[config.mk]
export PLATFORM = sky130hd
export DESIGN_NAME = highlight
export DESIGN_NICKNAME = d
export VERILOG_FILES = /design/src/rtl/highlight.sv
export SDC_FILE = /design/constraint.sdc
export NUM_CORES = 1
export LEC_CHECK = 0
export CAP_MARGIN = 15
export CORE_ASPECT_RATIO = 0.6
export CORE_MARGIN = 5
export CORE_UTILIZATION = 65
export CTS_BUF_LIST = sky130_fd_sc_hd__clkbuf_2
export CTS_CLUSTER_DIAMETER = 40
export DETAILED_ROUTE_END_ITERATION = 6
export DONT_BUFFER_PORTS = 1
export MAX_ROUTING_LAYER = met4
export PLACE_DENSITY = 0.85
export SETUP_SLACK_MARGIN = 0.5
export SYNTH_ARGS = -nofsm -noshare
export SYNTH_HDL_FRONTEND = slang
export SYNTH_SLANG_ARGS = --single-unit
[constraint.sdc]
create_clock -name clock -period 2.2 [get_ports clock]
set_input_delay 0.33 -clock clock [delete_from_list [all_inputs] [get_ports clock]]
set_output_delay 0.33 -clock clock [all_outputs]
set_load 0.005 [all_outputs]
[src/rtl/highlight.sv]
// highlight: pops mask/pixel pairs, writes the pixel or a highlight colour, counts motion per frame.
// Per-frame statistics (acc, motion_count, motion_flag, frame_done) are built only when HIGHLIGHT_STATS_EN is defined.
module highlight #(
    parameter int unsigned   WIDTH         = 720,
    parameter int unsigned   HEIGHT        = 540,
    parameter logic [23:0]   HIGHLIGHT     = 24'hFF0000,
    parameter int unsigned   MOTION_THRESH = 1000,
    localparam int unsigned  CW            = $clog2(WIDTH * HEIGHT + 1)
) (
    input  logic           clock,
    input  logic           reset,
    output logic           mask_rd_en,
    input  logic           mask_empty,
    input  logic           mask_dout,
    output logic           pix_rd_en,
    input  logic           pix_empty,
    input  logic [23:0]    pix_dout,
    output logic           out_wr_en,
    input  logic           out_full,
    output logic [23:0]    out_din,
    output logic           frame_done,
    output logic [CW-1:0]  motion_count,
    output logic           motion_flag
);

    localparam int unsigned   NPIX     = WIDTH * HEIGHT;
    localparam logic [CW-1:0] LAST_PIX = CW'(NPIX - 1);

    typedef enum logic {S_READ = 1'b0, S_WRITE = 1'b1} state_t;

    state_t         r_state;
    logic [23:0]    r_pixel;
    logic [CW-1:0]  r_pix_cnt;
    logic           w_pop;
    logic           w_write;

    // Strobes are gated by reset so neither FIFO is touched while reset is held.
    assign w_pop      = (r_state == S_READ) && !mask_empty && !pix_empty && !reset;
    assign w_write    = (r_state == S_WRITE) && !out_full && !reset;
    assign mask_rd_en = w_pop;
    assign pix_rd_en  = w_pop;
    assign out_wr_en  = w_write;
    assign out_din    = w_write ? r_pixel : 24'h0;

    always_ff @(posedge clock or posedge reset) begin
        if (reset) begin
            r_state   <= S_READ;
            r_pixel   <= 24'h0;
            r_pix_cnt <= '0;
        end else begin
            case (r_state)
                S_READ: begin
                    if (w_pop) begin
                        r_pixel <= mask_dout ? pix_dout : HIGHLIGHT;
                        r_state <= S_WRITE;
                    end
                end
                S_WRITE: begin
                    if (w_write) begin
                        r_state   <= S_READ;
                        r_pix_cnt <= (r_pix_cnt == LAST_PIX) ? '0 : r_pix_cnt + CW'(1);
                    end
                end
                default: r_state <= S_READ;
            endcase
        end
    end

`ifdef HIGHLIGHT_STATS_EN
    logic           r_is_motion;
    logic [CW-1:0]  r_acc;
    logic [CW-1:0]  r_motion_count;
    logic           r_motion_flag;
    logic           r_frame_done;
    logic           w_last;
    logic [CW-1:0]  w_total;

    // Frame total includes the closing pixel, which has not yet reached the accumulator.
    assign w_last  = w_write && (r_pix_cnt == LAST_PIX);
    assign w_total = r_acc + CW'(r_is_motion);

    always_ff @(posedge clock or posedge reset) begin
        if (reset) begin
            r_is_motion    <= 1'b0;
            r_acc          <= '0;
            r_motion_count <= '0;
            r_motion_flag  <= 1'b0;
            r_frame_done   <= 1'b0;
        end else begin
            r_frame_done <= w_last;
            if (w_pop) begin
                r_is_motion <= ~mask_dout;
            end
            if (w_last) begin
                r_motion_count <= w_total;
                r_motion_flag  <= (32'(w_total) >= MOTION_THRESH);
                r_acc          <= '0;
            end else if (w_write && r_is_motion) begin
                r_acc <= r_acc + CW'(1);
            end
        end
    end

    assign motion_count = r_motion_count;
    assign motion_flag  = r_motion_flag;
    assign frame_done   = r_frame_done;
`else
    assign motion_count = '0;
    assign motion_flag  = 1'b0;
    assign frame_done   = 1'b0;
`endif

endmodule

; ---- After elaboration in Yosys (flattened, before gate mapping)
; Cells that the tools add are included.
[word_totals]
register_bits = 25
in_bits = 30
out_inout_bits = 48
[classes]
n_mux = 5
bitwise_logic = 1
reduce_logical = 10
[op_table]
columns = operator, n
row1 = two-way mux 24 bit, 2
row2 = logical AND 1 bit, 5
row3 = logical NOT 1 bit, 4
row4 = two-way mux 1 bit, 2
row5 = one-hot mux 1 bit (2 select lines), 1
row6 = AND reduction 2 bit, 1
row7 = inverter 1 bit, 1

; ---- Logic depth before layout (Yosys ltp)
; Gate-level depths: netlist of the first run.
[logic_depth]
word_depth = 6
mapped_depth = 4

; ---- Worst setup path after synthesis of the first run
; Ideal clock, no wire load.
[synth_path]
path_kind = register to output
start = reg r_state
end = out pix_rd_en
arrival_time_ns = 1.237
path_slack_ns = 0.633
path_stages_with_launch = 4
n_path_buf = 2
cell_sequence = dfrtp_1 -> nor4_4 -> buf_6 -> buf_4
[synth_between]
elab_chain_len = 4
[synth_lines]
columns = element, line_no
row1 = from (decl), 31  ; state_t r_state;
row2 = from (signal assigned), 47  ; r_state <= S_READ;
row3 = from (signal assigned), 55  ; r_state <= S_WRITE;
row4 = from (signal assigned), 60  ; r_state <= S_READ;
row5 = inverter 1 bit (no source line), -
row6 = logical AND 1 bit (3 in a row), 38  ; assign w_pop = (r_state == S_READ) && !mask_empty && !pix_empty && !reset;
row7 = to (decl), 15  ; output logic pix_rd_en,
; No other way between the ends.

; ---- Worst setup path after layout of the first run
; Ends and elaborated chain as after synthesis.

==> results of run 1 <==
power groups by stage:
| stage | clock network [W] | registers (W) | logic [W] |
|---|---|---|---|
| after floorplan | 0 | 0.000618 | 0.000192 |
| after global placement | 0 | 0.000630 | 0.000176 |
| after detailed placement | 0 | 0.000639 | 0.000190 |
| after CTS | 0.000179 | 0.000630 | 0.000194 |
| after global routing | 0.000199 | 0.000645 | 0.000220 |
| final | 0.000171 | 0.000631 | 0.000192 |
registers in the layout, indices dropped and copies added (netlist names):
name and flops:
r_pixel 24, r_state 1
cell usage in the layout (no fill, tap or decap):
| master | netlist | layout |
|---|---|---|
| mux2_1 | 2 | 2 |
| nor3b_4 | 0 | 1 |
| buf_6 | 2 | 2 |
| nor4_4 | 1 | 1 |
| mux2_2 | 6 | 6 |
| buf_4 | 22 | 2 |
| nand2b_1 | 9 | 9 |
| nand2_1 | 16 | 16 |
| o21ai_0 | 1 | 1 |
| inv_1 | 17 | 17 |
| conb_1 | 1 | 21 |
| dfrtp_1 | 25 | 25 |
| clkbuf_2 | 0 | 4 |
| mux2i_1 | 16 | 16 |
| and2_1 | 24 | 24 |
| buf_2 | 2 | 1 |
cells by family after synthesis:
group / Yosys count / share of synthesized area
mux: 24 / 0.173
other cells: 1 / 0.00259
flops: 25 / 0.432
simple gates: 51 / 0.204
compound gates: 1 / 0.00345
buf+inv: 45 / 0.186
worst max-delay path, stage by stage, from the launching register on:
cell	delay, ns
dfrtp_1	0.46
nor4_4	0.38
buf_6	0.20
metrics by stage:
| step | instances | hold slack [ns] | worst slack [ns] | power [W] |
|---|---|---|---|---|
| 6_report | 178 | 0.0633 | 0.505 | 0.000993 |
| 5_1_grt | 178 | 0.0592 | 0.383 | 0.00106 |
| 4_1_cts | 177 | 0.0681 | 0.490 | 0.00100 |
| 3_5_place_dp | 172 | 0.470 | 0.621 | 0.000829 |
| 3_3_place_gp | 172 | 0.458 | 0.684 | 0.000806 |
| 2_1_floorplan | 167 | 0.357 | 0.633 | 0.000811 |
metal layers:
layer  vias to the layer above  global-route usage  share of wire
met5                         -                   -              0
met2                        40               0.308           0.51
li1                        410                   -              -
met4                         0              0.0375         0.0044
met1                       434               0.186           0.39
met3                         2              0.0654          0.094
worst paths after layout:
check	depth (start not counted)	endpoint	from	slack [ns]
setup / recovery	2	pix_rd_en	r_state	0.51
hold / removal	1	r_pixel[7]	reset	0.06
setup reg to reg	3	r_pixel[21]	r_state	0.61
hold reg to reg	2	r_pixel[15]	r_pixel[15]	0.53
max in group asynchronous	1	r_state	reset	1.58
min in group clock	2	r_pixel[15]	mask_dout	0.11
area by class of cell:
class,instances,area [sq um],share of cell area
clock buffers,4,20.0,0.0140
inverters,17,63.8,0.0446
multi-input cells,97,641,0.448
flip-flops and latches,25,626,0.437
well taps,30,37.5,0.0262
repair buffers,5,42.5,0.0297
what timing repair did:
| action | CTS | global route |
|---|---|---|
| setup endpoints to repair | 27 | 26 |
| gates cloned | 0 | 1 |
| buffers inserted | 1 | 0 |
| resized for setup | 3 | 0 |
| hold buffers | 0 | 0 |
==> metrics.txt, run 1 <==
status=completed; Static Leakage=0.676 nW; first-pass GRT wire length=4220 um; Std-Cell Rows=13; Post-synth top cells=dfrtp_1 (25), and2_1 (24), buf_4 (22); endpoints failing hold=0; Final Skew=0.00819 ns; final wirelength=2700 um; clock slew at reported path FFs=0.21 ns; Tightest Hold Check Type=primary input to async pin; max-slew violations=0; Post-synth EDFFs=0; RSZ-0062 raised after global routing=true; PwrDens=695 nW/um^2; chip width=71.0 um; NetSw=0.000278 W; average size of a mapped cell=9.86 sq um; Max Freq=590 MHz; Via Count=886; Initial DRC Count=18; initial antenna violation count=0; die height=46.6 um; H-tree levels=1; Comb power frac=0.193; sequential share of the synthesized area=0.432; final worst path period need=1.69 ns; RD Place Congestion=0.758; Finished Cell Area=1430 sq um; GRT Overall Usage=0.172; count leader, synth=dfrtp_1; Yosys top cell area share=0.432; root buffer cell=clkbuf_2; P_int=0.000716 W; final core utilization=0.666; P&R area growth vs syn=-1.30%; Worst VDD drop=439 uV; Post-DRT Antenna Nets=0; Die ar.=3300 sq um; clock sink count=25; top_reg_cell synth=dfrtp_1; vias in the first global route=938; total number of yosys warnings=0; Netlist cell types=17; drt first pass iters=4; period utilisation layout=0.770; WS Path Type=register to primary output; layout cells sized above 1=0.115; Final nets=179; Worst slew margin=0.383; Port Buffers=0; crit end category=primary output; fillers=180; I/O pin cnt=78; Max FO, Critical Path=7; Data required, critical path=1.87 ns; Fin Setup TNS=0 ns; Wirelength per Cell=15.2 um; Netlist Area Pre-Place=1450 sq um; Post-Synthesis Cells=147; TritonCTS Buffers=3; clock tree buffer depth=2; hpwl dp=2080 um; Final Setup Violations=0; Starting Density=0.675; sequential share of power=0.635; crit start category=register; max-cap violation count=0; DRC errors left=0; total gr overflow=0; Via density=4.98; Worst-Margin Slew=0.925 ns; crit path DAT=1.36 ns; number of synthesized register bits=25; Clk pwr share=0.172; Placeable Area=2150 sq um; largest net degree at the start of global routing=26; largest area contributor in the netlist=dfrtp_1; clock latency at the later pin of the worst-skew pair=0.32 ns; switching part of the total power=0.279; dpl cell area=1380 sq um; top cells by area, synth=dfrtp_1 (43%), buf_4 (11%), mux2i_1 (11%); Diodes inserted=0; ys async rst share=1.00; CTS tree=done
No activity file was read; power rests on OpenSTA's default activity.
==> run 2, diff against run 1 <==
clock period = 1.7 ns   (was 2.2 ns; I/O delays follow)
==> run 2 against run 1 <==
  * Register-to-register slack lost 0.46 ns
  * Final cell count grew 5.6%
  * Worst hold slack lost 0.048 ns
  * Critical path type unchanged
  * Critical endpoint unchanged
  * Largest cell class unchanged
  * Largest power group unchanged
==> metrics.txt, run 2 (synthesis gave the netlist of run 1 again) <==
vias in the first global route=931 (-0.75%); Initial DRC Count=36 (+18); Port Buffers=0 (unchanged); Crit path max-delay family=flip-flops; I/O pin cnt=78 (unchanged); CP bufs+invs=2 (+1); Static Leakage=0.767 nW (+14%); crit path DAT=1.32 ns (-0.04 ns); HP Start=mask_dout; reg2reg start=r_state; RD Place Congestion=0.733 (-3.3%); Wirelength per Cell=16.7 um (+10%); clock latency at the later pin of the worst-skew pair=0.34 ns (+0.02 ns); r2r worst-path depth=5 (+2); Die ar.=3300 sq um (unchanged); max reg flops=24 (unchanged); CTS tree=done; Via density=5.05 (+1.5%); Tightest Hold Check Type=primary input to register; Crit-path slowest cell=dfrtp_1; Final Skew=0.0146 ns (+0.00638 ns); largest net degree at the start of global routing=26 (unchanged); Worst VDD drop=661 uV (+51%); Placeable Area=2150 sq um (unchanged); commonest cells after routing, fill and taps aside=dfrtp_1 (25), and2_1 (24), conb_1 (21); largest registers=r_pixel (24), r_state (1); period utilisation layout=0.926; Max Freq=635 MHz; CP peak stage delay=0.43 ns (-0.03 ns); die height=46.6 um (unchanged); Biggest register=r_pixel; H-tree levels=1 (unchanged); PnR worst setup slack=0.126 ns (-0.379 ns); PwrDens=857 nW/um^2 (+23%); Final nets=189 (+5.6%); WHS Endpoint=r_pixel[6]; Starting Density=0.675 (unchanged); clock slew at reported path FFs=0.23 ns (+0.02 ns); Std-Cell Rows=13 (unchanged); hpwl dp=1950 um (-6.3%); status=completed; R2R Setup Slk=0.15 ns (-0.46 ns); chip width=71.0 um (unchanged); Setup WS pre-CTS=0.379 ns (-0.242 ns); Total Power=0.00137 W (+38%); RSZ-0062 raised after global routing=true; initial antenna violation count=0 (unchanged); WS Path Type=register to primary output; root buffer cell=clkbuf_2; max-slew violations=0 (unchanged); crit start category=register; total gr overflow=0 (unchanged); commonest non-fill, non-tap cell in the layout=dfrtp_1; layout cells sized above 1=0.158 (+0.0434); clock sink count=25 (unchanged); P&R area growth vs syn=10.5%; final wirelength=3150 um (+16%); CP Cell Sequence=buf_4 -> nor4_4 -> buf_12; DRC errors left=0 (unchanged); Data required, critical path=1.44 ns (-0.43 ns); GRT Overall Usage=0.176 (+0.00449); Via Count=950 (+7.2%); Hold Path Depth=2; Post-DRT Antenna Nets=0 (unchanged); crit end category=primary output; endpoints failing hold=0 (unchanged); TritonCTS Buffers=3 (unchanged); final worst path period need=1.57 ns; first-pass GRT wire length=4300 um (+1.8%); clock tree buffer depth=2 (unchanged); max-cap violation count=0 (unchanged); Max FO, Critical Path=7 (unchanged); Final Setup Violations=0 (unchanged); reg-to-reg endpoint=r_pixel[23]; Diodes inserted=0 (unchanged); drt first pass iters=4 (unchanged); Fin Setup TNS=0 ns (unchanged)
## run 2: cell count changes in the layout (fill, tap and decap cells not counted), sizes merged
cell / delta
buf: +4
dlygate4sd3: +4
clkbuf: +2
## run 2: worst max path at each step
stage / from / endpoint / slack, ns / cells after the start
2_1_floorplan: r_state / r_pixel[18] / 0.31 / 3
3_3_place_gp: r_state / r_pixel[17] / 0.40 / 3
3_5_place_dp: r_state / r_pixel[17] / 0.38 / 3
4_1_cts: r_state / out_din[6] / 0.13 / 3
5_1_grt: r_state / out_din[11] / -0.008 / 3
6_report: r_state / pix_rd_en / 0.13 / 3
## run 2: repair_timing
action	CTS	global route
cloned	1	2
pin swaps	0	0
setup buffers	2	3
endpoints found under the hold margin	25	4
resized for setup	1	6
setup endpoints to repair	35	52
hold buffers	1	3
## run 2: report_power, final
part | leakage (nW) | internal, W | switching (W)
registers | 0.299 | 0.000742 | 0.0000769
clock network | 0.0166 | 0.0000622 | 0.000169
logic | 0.451 | 0.000177 | 0.000146
total | 0.767 | 0.000981 | 0.000392
## run 2: through the flow
step           std cells  hold slack (ns)   util  cell area [sq um]
2_1_floorplan        167            0.282      -               1540
3_3_place_gp         172            0.212  0.654               1400
3_5_place_dp         172            0.217  0.654               1400
4_1_cts              180          0.00413  0.692               1490
5_1_grt              188          -0.0127  0.746               1600
6_report             188           0.0156  0.746               1600
## run 2: layout make-up
type,instances,area (sq um)
multi-input cells,97,661
flip-flops and latches,25,626
fillers,155,546
repair buffers,15,194
inverters,17,63.8
well taps,30,37.5
clock buffers,4,20.0
## run 2: worst register-to-register path: cells and delay by family, from the launching register on
kind,cells,cell delay (ns)
buf+inv,3,0.49
flops,1,0.43
mux,1,0.33
simple gates,1,0.24
## run 2: metal layers
metal | GRT usage | vias to the layer above | wire (um)
met3 | 0.0654 | 4 | 262
met5 | - | - | 0
li1 | - | 430 | -
met1 | 0.201 | 465 | 1430
met4 | 0.0225 | 0 | 12
met2 | 0.311 | 51 | 1450
==> run 3, diff against run 2 <==
CORE_UTILIZATION = 40   (was 65)
HOLD_SLACK_MARGIN = 0.02   (was default)
MAX_ROUTING_LAYER = default   (was met4)
PLACE_DENSITY = 0.58   (was 0.85)
==> run 3 against run 2 <==
  * Critical path depth did not move
  * Final cell count is 18% higher
  * Combinational power is 18% higher
  * Clock power is essentially flat
  * Wire length is 8.8% higher
  * Maximum frequency is 0.80% lower
  * Via count increased by 5.4%
  * Highest routed layer is now met3
==> metrics.txt, run 3 (synthesis gave the netlist of run 1 again) <==
status=completed; Std-Cell Rows=16 (+3); largest net degree at the start of global routing=26 (unchanged); largest registers=r_pixel (24), r_state (1); Initial DRC Count=28 (-22%); clock tree buffer depth=2 (unchanged); Static Leakage=0.870 nW (+13%); Worst VDD drop=369 uV (-44%); clock slew at reported path FFs=0.23 ns (about the same); DRC errors left=0 (unchanged); Wirelength per Cell=15.4 um (-7.9%); hpwl dp=2170 um (+11%); TritonCTS Buffers=3 (unchanged); Max FO, Critical Path=25 (+18); total gr overflow=0 (unchanged); commonest cells after routing, fill and taps aside=dfrtp_1 (25), conb_1 (21), and2_1 (20); max-slew violations=0 (unchanged); endpoints failing hold=0 (unchanged); Die ar.=4970 sq um (+50%); clock latency at the later pin of the worst-skew pair=0.34 ns (about the same); Via density=4.51 (-11%); RD Place Congestion=0.715 (-2.5%); initial antenna violation count=0 (unchanged); WS Path Type=register to primary output; final wirelength=3420 um (+8.8%); first-pass GRT wire length=5380 um (+25%); Worst slew margin=0.579; CTS tree=done; reg2reg start=r_state; DP Cell Count=187 (+8.7%); Via Count=1001 (+5.4%); CP Launch Point=r_state; Tightest Hold Check Type=primary input to register; vias in the first global route=1076 (+16%); PwrDens=773 nW/um^2 (-9.8%); period utilisation layout=0.934 (+0.00744); Diodes inserted=0 (unchanged); root buffer cell=clkbuf_2; Starting Density=0.431 (-0.244); PnR worst setup slack=0.113 ns (-0.0127 ns); RSZ-0062 raised after global routing=true; Setup WS pre-CTS=0.344 ns (-0.0347 ns); final worst path period need=1.59 ns (+0.0127 ns); Final nets=208 (+10%); Max Freq=630 MHz (-0.80%); commonest non-fill, non-tap cell in the layout=dfrtp_1; GRT Overall Usage=0.139 (-0.0369); I/O pin cnt=78 (unchanged); Port Buffers=0 (unchanged); fillers=308 (+99%); P&R area growth vs syn=27.6%; max reg flops=24 (unchanged); Data required, critical path=1.44 ns (about the same); crit start category=register; H-tree levels=1 (unchanged); Biggest register=r_pixel; Post-DRT Antenna Nets=0 (unchanged); Post-Layout Cell Count=222 (+18%); die height=56.6 um (+22%); Placeable Area=3360 sq um (+57%); max-cap violation count=0 (unchanged); drt first pass iters=4 (unchanged); Worst-Margin Slew=0.630 ns; chip width=87.7 um (+24%); crit path DAT=1.33 ns (about the same); crit end category=primary output; Final Skew=0.0109 ns (-0.00363 ns); clock sink count=25 (unchanged); layout cells sized above 1=0.198 (+0.0395); HP Start=mask_dout; Final Setup Violations=0 (unchanged)
run 3: cell types whose count changed in the layout (fill, tap and decap cells not counted):
cell / before / now
dlygate4sd3_1: 4 / 19
buf_6: 1 / 6
and2_1: 24 / 20
and2_4: 0 / 4
buf_16: 1 / 3
clkbuf_16: 2 / 0
buf_4: 6 / 5
mux2_2: 1 / 0
mux2_4: 7 / 8
mux2i_1: 16 / 15
mux2i_2: 0 / 1
nand2b_1: 9 / 8
nand2b_4: 0 / 1
run 3: area by class of cell:
type,instances,area (sq um),area share
tap,45,56.3,0.0304
multi-input combinational,97,686,0.371
inverter,17,63.8,0.0345
clock buffer,4,20.0,0.0108
timing repair buffer,34,398,0.215
sequential,25,626,0.338
run 3: worst max-delay path, cell delays in order, from the launching register on:
cell and delay, ns:
dfrtp_1 0.41, nor3b_2 0.19, buf_6 0.22, and2_1 0.18
run 3: worst paths after layout:
path / slack (ns) / to / depth (start not counted)
worst min register to register: 0.53 / r_pixel[8] / 2
worst max register to register: 0.14 / r_pixel[23] / 7
worst max-delay path: 0.11 / out_din[22] / 3
worst min-delay path: 0.10 / r_pixel[20] / 2
min in group asynchronous: 0.36 / r_pixel[20] / 3
max in group asynchronous: 1.10 / r_pixel[7] / 3
run 3: repair_timing:
action / in CTS / in global routing
hold endpoints to repair: 40 / 1
endpoints found under the setup margin: 44 / 52
setup buffers: 8 / 1
hold buffers: 17 / 2
gates cloned: 3 / 0
resized for setup: 11 / 10
run 3: layer usage:
layer	routed length (um)	track usage	up-vias
met5	0	0	-
met4	0	0.00656	0
met3	274	0.0497	0
met2	1600	0.235	43
met1	1550	0.179	491
li1	-	-	467
run 3: through the flow:
step	area (sq um)	setup TNS [ns]	hold WS [ns]	util	total power (W)
after floorplan	1540	0	0.282	-	0.00106
after global placement	1420	0	0.220	0.423	0.00106
after detailed placement	1420	0	0.221	0.423	0.00109
after global routing	1850	-0.00839	0.0721	0.550	0.00152
after CTS	1790	0	0.0215	0.533	0.00143
final	1850	0	0.104	0.550	0.00143
run 3: power by group:
| part | switching (W) | internal (W) | leakage (nW) |
|---|---|---|---|
| sequential | 0.0000748 | 0.000741 | 0.299 |
| combinational | 0.000159 | 0.000223 | 0.554 |
| clock | 0.000171 | 0.0000622 | 0.0166 |
